===== config.mk =====
export PLATFORM = sky130hd
export DESIGN_NAME = tile_layer_mixer
export DESIGN_NICKNAME = d
export VERILOG_FILES = /design/src/rtl/tile_layer_mixer.sv
export SDC_FILE = /design/constraint.sdc
export NUM_CORES = 1
export LEC_CHECK = 0
export ABC_AREA = 1
export CORE_MARGIN = 5
export CORE_UTILIZATION = 45
export CTS_BUF_LIST = sky130_fd_sc_hd__clkbuf_8
export DETAILED_ROUTE_END_ITERATION = 6
export PLACE_DENSITY = 0.78
export SLEW_MARGIN = 40
export SYNTH_ARGS = -nofsm -noshare
export SYNTH_HDL_FRONTEND = slang
export SYNTH_SLANG_ARGS = --single-unit

===== constraint.sdc =====
create_clock -name CLK_6M -period 2.4 [get_ports CLK_6M]
set_clock_uncertainty 0.2 [all_clocks]
set_input_delay 0.48 -clock CLK_6M [delete_from_list [all_inputs] [get_ports CLK_6M]]
set_output_delay 0.48 -clock CLK_6M [all_outputs]
set_load 0.01 [all_outputs]

===== src/rtl/tile_layer_mixer.sv =====
// Multi-layer tile pixel generator and priority mixer for the System86 video path.
// Each layer shifts out a latched planar word; the highest-priority opaque pixel beats the chain.
module tile_layer_mixer #(
  parameter int NUM_LAYERS = 2,
  parameter int PLANES     = 3,
  parameter int PIX        = 4,
  parameter int COLOR_W    = 8,
  parameter int PRI_W      = 3,
  parameter int SEL_W      = 1
) (
  input  logic                             CLK_6M,
  input  logic                             RST_N,
  input  logic [NUM_LAYERS-1:0]            LOAD,
  input  logic [NUM_LAYERS*PLANES*PIX-1:0] GDI,
  input  logic [NUM_LAYERS*COLOR_W-1:0]    CLI_L,
  input  logic                             FLIP,
  input  logic                             PRI_WE,
  input  logic [SEL_W-1:0]                 PRI_SEL,
  input  logic [PRI_W-1:0]                 PRI_DATA,
  input  logic [PRI_W-1:0]                 PRI,
  input  logic [COLOR_W-1:0]               CLI,
  input  logic [PLANES-1:0]                DTI,
  output logic [PRI_W-1:0]                 PRO,
  output logic [COLOR_W-1:0]               CLO,
  output logic [PLANES-1:0]                DTO,
  output logic                             HIT,
  output logic [SEL_W-1:0]                 HIT_ID
);

  // Streaming stage without handshake: one pixel per CLK_6M, outputs are valid every cycle out of reset.

  localparam logic [PLANES-1:0] PEN_CLEAR = '1;

  logic [PIX-1:0]     plane_q [NUM_LAYERS][PLANES];
  logic [COLOR_W-1:0] color_q [NUM_LAYERS];
  logic [PRI_W-1:0]   pri_q   [NUM_LAYERS];
  logic [NUM_LAYERS-1:0] flip_q;
  logic [PLANES-1:0]  pen     [NUM_LAYERS];

  logic [PRI_W-1:0]   mix_pri;
  logic [COLOR_W-1:0] mix_col;
  logic [PLANES-1:0]  mix_pix;
  logic               mix_hit;
  logic [SEL_W-1:0]   mix_id;

  // Load beats shift; shifting pulls in ones so an exhausted word reads as transparent.
  always_ff @(posedge CLK_6M or negedge RST_N) begin
    if (!RST_N) begin
      flip_q <= '0;
      for (int i = 0; i < NUM_LAYERS; i++) begin
        color_q[i] <= '0;
        for (int p = 0; p < PLANES; p++) plane_q[i][p] <= '1;
      end
    end else begin
      for (int i = 0; i < NUM_LAYERS; i++) begin
        if (LOAD[i]) begin
          color_q[i] <= CLI_L[i*COLOR_W +: COLOR_W];
          flip_q[i]  <= FLIP;
          for (int p = 0; p < PLANES; p++) plane_q[i][p] <= GDI[(i*PLANES+p)*PIX +: PIX];
        end else begin
          for (int p = 0; p < PLANES; p++) begin
            if (flip_q[i]) plane_q[i][p] <= {1'b1, plane_q[i][p][PIX-1:1]};
            else           plane_q[i][p] <= {plane_q[i][p][PIX-2:0], 1'b1};
          end
        end
      end
    end
  end

  // Out-of-range select values match no layer, so such writes fall away.
  always_ff @(posedge CLK_6M or negedge RST_N) begin
    if (!RST_N) begin
      for (int i = 0; i < NUM_LAYERS; i++) pri_q[i] <= '0;
    end else begin
      for (int i = 0; i < NUM_LAYERS; i++) begin
        if (PRI_WE && (PRI_SEL == SEL_W'(i))) pri_q[i] <= PRI_DATA;
      end
    end
  end

  always_comb begin
    for (int i = 0; i < NUM_LAYERS; i++) begin
      pen[i] = '0;
      for (int p = 0; p < PLANES; p++) begin
        pen[i][p] = flip_q[i] ? plane_q[i][p][0] : plane_q[i][p][PIX-1];
      end
    end
  end

  // Strictly-greater replacement gives ties to the chain, then to the lower layer.
  always_comb begin
    mix_pri = PRI;
    mix_col = CLI;
    mix_pix = DTI;
    mix_hit = 1'b0;
    mix_id  = '0;
    for (int i = 0; i < NUM_LAYERS; i++) begin
      if ((pen[i] != PEN_CLEAR) && (pri_q[i] > mix_pri)) begin
        mix_pri = pri_q[i];
        mix_col = color_q[i];
        mix_pix = pen[i];
        mix_hit = 1'b1;
        mix_id  = SEL_W'(i);
      end
    end
  end

  always_ff @(posedge CLK_6M or negedge RST_N) begin
    if (!RST_N) begin
      PRO    <= '0;
      CLO    <= '0;
      DTO    <= '0;
      HIT    <= 1'b0;
      HIT_ID <= '0;
    end else begin
      PRO    <= mix_pri;
      CLO    <= mix_col;
      DTO    <= mix_pix;
      HIT    <= mix_hit;
      HIT_ID <= mix_id;
    end
  end

endmodule


; ---- Word level (Yosys, flattened, before mapping)
; Index checks and enable logic that the tools add are counted.
[classes]
magnitude_cmp = 2
mux = 23
bitwise_logic = 1
n_eq_ne = 2
reduce_logical = 4
[ops]
columns = op, n
row1 = $mux W12, 2
row2 = $mux W4, 6
row3 = $mux W8, 2
row4 = $mux W3, 4
row5 = $mux W1, 9
row6 = $gt A3 B3 Y1, 2
row7 = $ne A3 B3 Y1 const B, 2
row8 = $logic_and A1 B1 Y1, 4
row9 = $not A1 Y1, 1
[word_totals]
word_cells = 49
ff_bits = 64
out_inout_bits = 16
in_bits = 64

; ---- Longest topological paths before layout
[depth]
word_depth = 7
depth_mapped = 17
depth_no_buf = 16

; ---- Least setup slack after synthesis
; Ideal clock, no wire load.
[synth_path]
kind = input -> register
start = in PRI[2]
end = reg CLO[0]
arrival_ns = 2.408
setup_slack_ns = -0.325
path_stages = 16
required_time_ns = 2.083
cell_sequence = inv_1 > ha_1 > nand2_1 > nand2_1 > nor2_1 > nor2_4 > nand2_4 > nand2_1 > and2_1 > ha_1 > and3_1 > a21oi_1 > nand2_4 > buf_4 > nand3_1 > nand2_1
[synth_between]
elab_chain_cells = 6
elab_cells_between_ends = 7
classes_between = order compare (2) / mux (3) / reduce/logical (2)
[synth_lines]
columns = element, line
row1 = start: declaration, 20  ; input logic [PRI_W-1:0] PRI,
row2 = $gt A3 B3 Y1, 98  ; if ((pen[i] != PEN_CLEAR) && (pri_q[i] > mix_pri)) begin
row3 = $logic_and A1 B1 Y1, 98
row4 = $mux W3, 98
row5 = $gt A3 B3 Y1, 98
row6 = $logic_and A1 B1 Y1, 98
row7 = $mux W8 *, 98
row8 = named net mix_col[0], 41  ; logic [COLOR_W-1:0] mix_col;
row9 = end signal: assignment, 117  ; CLO <= mix_col;
row10 = end: declaration, 24  ; output logic [COLOR_W-1:0] CLO,
; Mark *: on every way through the listed nets, which the timed path passes. The rest lies on a longest branch.
; A chain may end at the register's enable or synchronous reset.

; ---- Worst setup path after layout
[layout_path]
start = reg pri_q[5] (netlist bit)
end = reg CLO[0]
[layout_between]
elab_chain_cells = 6
elab_cells_between_ends = 7
classes_between = order compare (2) / mux (3) / reduce/logical (2)
[layout_lines]
columns = element, line
row1 = start: declaration, 36  ; logic [PRI_W-1:0] pri_q [NUM_LAYERS];
row2 = start signal: indexed assignment, 76  ; if (PRI_WE && (PRI_SEL == SEL_W'(i))) pri_q[i] <= PRI_DATA;
row3 = $gt A3 B3 Y1, 98
row4 = $logic_and A1 B1 Y1, 98
row5 = $mux W3, 98
row6 = $gt A3 B3 Y1, 98
row7 = $logic_and A1 B1 Y1, 98
row8 = $mux W8 *, 98
row9 = named net mix_col[0], 41
; Marks and branches as above.

==> metrics.yaml <==
status:
  status: "finished, violations left"
  violations_in_the_final_reports: "negative setup slack"
floorplan:
  io_pins: 80
  die_height_um: 92.3
  num_rows: 30
  initial_core_util_pct: 45.6
  core_region_area_um2: 6680
  die-area_um2: 8520
  die_w_um: 92.3
power_and_ir_drop:
  power_per_cell_area_nw_per_um2: 823
  peakVddDrop_mv: 0.402
  clock_power_share_pct: 23.5
  sw_frac_of_total_pct: 32.4
  net-switching-power_mw: 1.22
  static-leakage-power_nw: 2.20
  relative_contribution_of_combinational_cells_to_total_power_pct: 37.9
  share_seq_of_total_power_pct: 38.6
  cellInternalPower_mw: 2.55
setup_path:
  critPathMaxStageDelay_ps: 420
  ordered_cell_list_for_the_critical_path: "ha_4 > nand2_4 > nor2_4 > nor2_4 > nor2_4 > nand2_4 > nand2_2 > and2_4 > ha_4 > and3_4 > a21oi_4 > nand2_4 > buf_12 > nand3_2 > nand2_1"
  worst_path_class_setup: "flip-flop to flip-flop"
  timing.critical_path.fanout_max: 6
  critical_path_required_ps: 2430
  cp.arrival_ps: 2690
  crit_slowest_cell: "sky130_fd_sc_hd__dfrtp_1"
  critical_path_endpoint_category: "flip-flop"
  worstSetupStartpointType: "flip-flop"
place:
  placed_cell_count: 534
  gpl.final_weighted_congestion: 0.804
  io_buffers: 79
  hpwl_um: 5780
clock_network:
  num_clock_sinks: 64
  htree_levels: 3
  tritoncts.num_buffers: 9
  clock_latency_ps: 340
  cts_tree: "built"
  clockBufferDepth: 2
  clock-root-buffer: "sky130_fd_sc_hd__clkbuf_8"
  clk_pin_slew_ps: 70
drt:
  avgRoutedWirePerCell_um: 14.9
  remaining_antenna_violation_count: 0
  drc_violation_total_after_the_first_tritonroute_iteration: 117
  avgViaCountPerCell: 4.91
  drt-pass1-iter-count: 4
  drc_errors: 0
  route.vias.total: 2733
  wirelength_um: 8300
cells_and_area:
  area.growth.synth_to_final_pct: 50.4
  seqCellArea_um2: 1630
  fillerInstances: 535
  finish.net_count: 542
  post-route-util_pct: 68.6
  final_cell_count_without_fillers: 557
  diodes: 0
  drive_gt1_share_pct: 27.0
  multi_input_area_um2: 1400
sta:
  tightest_slew_ps: 574
  finalWorstPathRequiredPeriod_ps: 2660
  slew_headroom_pct: 61.7
  fin_ws_ps: -264
  timing.final.hold_violations: 0
  final_min_period_over_clock_period_pct: 111
  fmaxAchievable_ghz: 0.375
  timing.final.max_slew_violations: 0
  fin_tns_setup_ps: -3880
  setup-violations-final: 16
  rsz0062_at_grt: "true"
yosys:
  yosys_warnings: 0
  synth_enable_flop_cells: 0
  ys_dominant_reg_cell: "sky130_fd_sc_hd__dfrtp_1"
  synth_cell_types: 24
  post_synth.cell_area_avg_um2: 8.37
  yosys_register_bits: 64
  synthCells: 364
  synthArstFlopShare_pct: 100
  postSynthNetCount: 434
  synthesis.area_um2: 3050
  synth.yosys.seq_area_share_pct: 53.5
global_route:
  grt_antenna_before_repair: 0
  grt_first_pass_wirelength_um: 13800
  grt_overflow_total: 0
  via_count_of_the_first_global_routing_pass: 2859
  maximum_number_of_pins_on_one_net_before_global_route_repair: 47
  grt_usage_pct: 20.9
worst_hold_path:
  holdCritPathClass: "flip-flop to flip-flop"
flow_run:
  maxCapViolations: 0
==> sequential cells by signal, summed over array words and instances (netlist names) <==
signal,flops
color_q,16
DTO,3
flip_q,2
CLO,8
PRO,3
HIT_ID,1
pri_q,6
HIT,1
plane_q,24
==> logic make-up (layout without fill, tap and decap cells) <==
logic type	after synthesis	after routing	synth area share, %
compound gates	53	53	9.32
simple gates	186	186	26.1
fa+ha+maj	6	6	2.46
flops	64	64	53.5
buf+inv	55	168	8.62
==> final cells by class <==
cell class,count,area share [%]
Inverter,40,3.82
Tap cell,80,2.18
Timing Repair Buffer,112,23.5
Multi-Input combinational cell,245,30.6
Clock inverter,3,0.355
Clock buffer,13,3.90
Sequential cell,64,35.6
==> per-layer routing <==
| metal | global-route usage (%) | routed length [um] | vias to the layer above |
|---|---|---|---|
| met3 | 7.72 | 612 | 15 |
| met1 | 27.5 | 3650 | 1272 |
| met4 | 6.68 | 143 | 0 |
| met5 | 0 | 0 | - |
| met2 | 32.1 | 3900 | 82 |
| li1 | - | - | 1364 |
==> cells in the mapped netlist (3+ instances only) <==
library cell,n,share of area (%)
sky130_fd_sc_hd__nand2_4,3,1.1
sky130_fd_sc_hd__buf_6,4,1.5
sky130_fd_sc_hd__nor2_1,20,2.5
sky130_fd_sc_hd__clkbuf_1,5,0.62
sky130_fd_sc_hd__o21ai_0,22,3.6
sky130_fd_sc_hd__nand3_1,28,4.6
sky130_fd_sc_hd__dfstp_2,24,21
sky130_fd_sc_hd__inv_1,37,4.6
sky130_fd_sc_hd__a21oi_1,26,4.3
sky130_fd_sc_hd__dfrtp_1,40,33
sky130_fd_sc_hd__inv_2,3,0.37
sky130_fd_sc_hd__nand2_1,125,15
sky130_fd_sc_hd__o22a_1,5,1.4
sky130_fd_sc_hd__ha_1,6,2.5
sky130_fd_sc_hd__nand2_2,4,0.82
==> worst max-delay path, delay by kind of cell (launching register included) <==
kind	cells	cell delay [ps]
simple gates	11	1130
fa+ha+maj	2	490
flops	1	420
buf+inv	1	160
compound gates	1	130
==> cell usage in the layout, fill, tap and decap left out, drive strengths merged <==
cell / count
dfrtp: 40
o22a: 5
and2: 1
clkinv: 1
and3: 1
o21ai: 22
ha: 6
clkinvlp: 1
clkbuf: 13
dlygate4sd2: 1
clkdlybuf4s15: 1
dfstp: 24
inv: 41
nor2: 21
nand3b: 1
clkdlybuf4s50: 75
buf: 34
dlygate4sd3: 1
nand2: 132
a21oi: 26
nand3: 30
==> power by group through the flow <==
stage / Sequential [mW] / Clock [mW] / Combinational (mW)
floorplan: 1.48 / 0 / 0.578
global placement: 1.47 / 0 / 1.18
detailed placement: 1.46 / 0 / 1.21
CTS: 1.46 / 0.904 / 1.37
global route: 1.48 / 0.971 / 1.55
finish: 1.46 / 0.888 / 1.43
==> final timing paths <==
check	to	slack [ps]	start	cells past startpoint
min	plane_q[17]	280	plane_q[16]	2
max	CLO[0]	-260	pri_q[5]	15
min reg2reg	plane_q[17]	280	plane_q[16]	2
min in group asynchronous	CLO[1]	420	RST_N	2
max reg2reg	CLO[0]	-260	pri_q[5]	15
max in group asynchronous	plane_q[16]	910	RST_N	3
==> per-stage QoR <==
step	hold WS [ps]	cell area, um2	setup slack [ps]	power (mW)
floorplan	-15.6	3170	-209	2.06
global placement	250	4160	-900	2.65
detailed placement	256	4160	-977	2.67
CTS	277	4530	-177	3.73
global route	300	4580	-402	4.00
finish	278	4580	-264	3.77
==> timing repair <==
item / CTS / global route
gates cloned: 1 / 0
pin swaps: 27 / 17
hold buffers: 1 / 0
setup buffers: 4 / 1
gates resized for setup: 32 / 9
endpoints found under the setup margin: 16 / 16
hold endpoints to repair: 18 / 0
No activity file was read; power rests on OpenSTA's default activity.
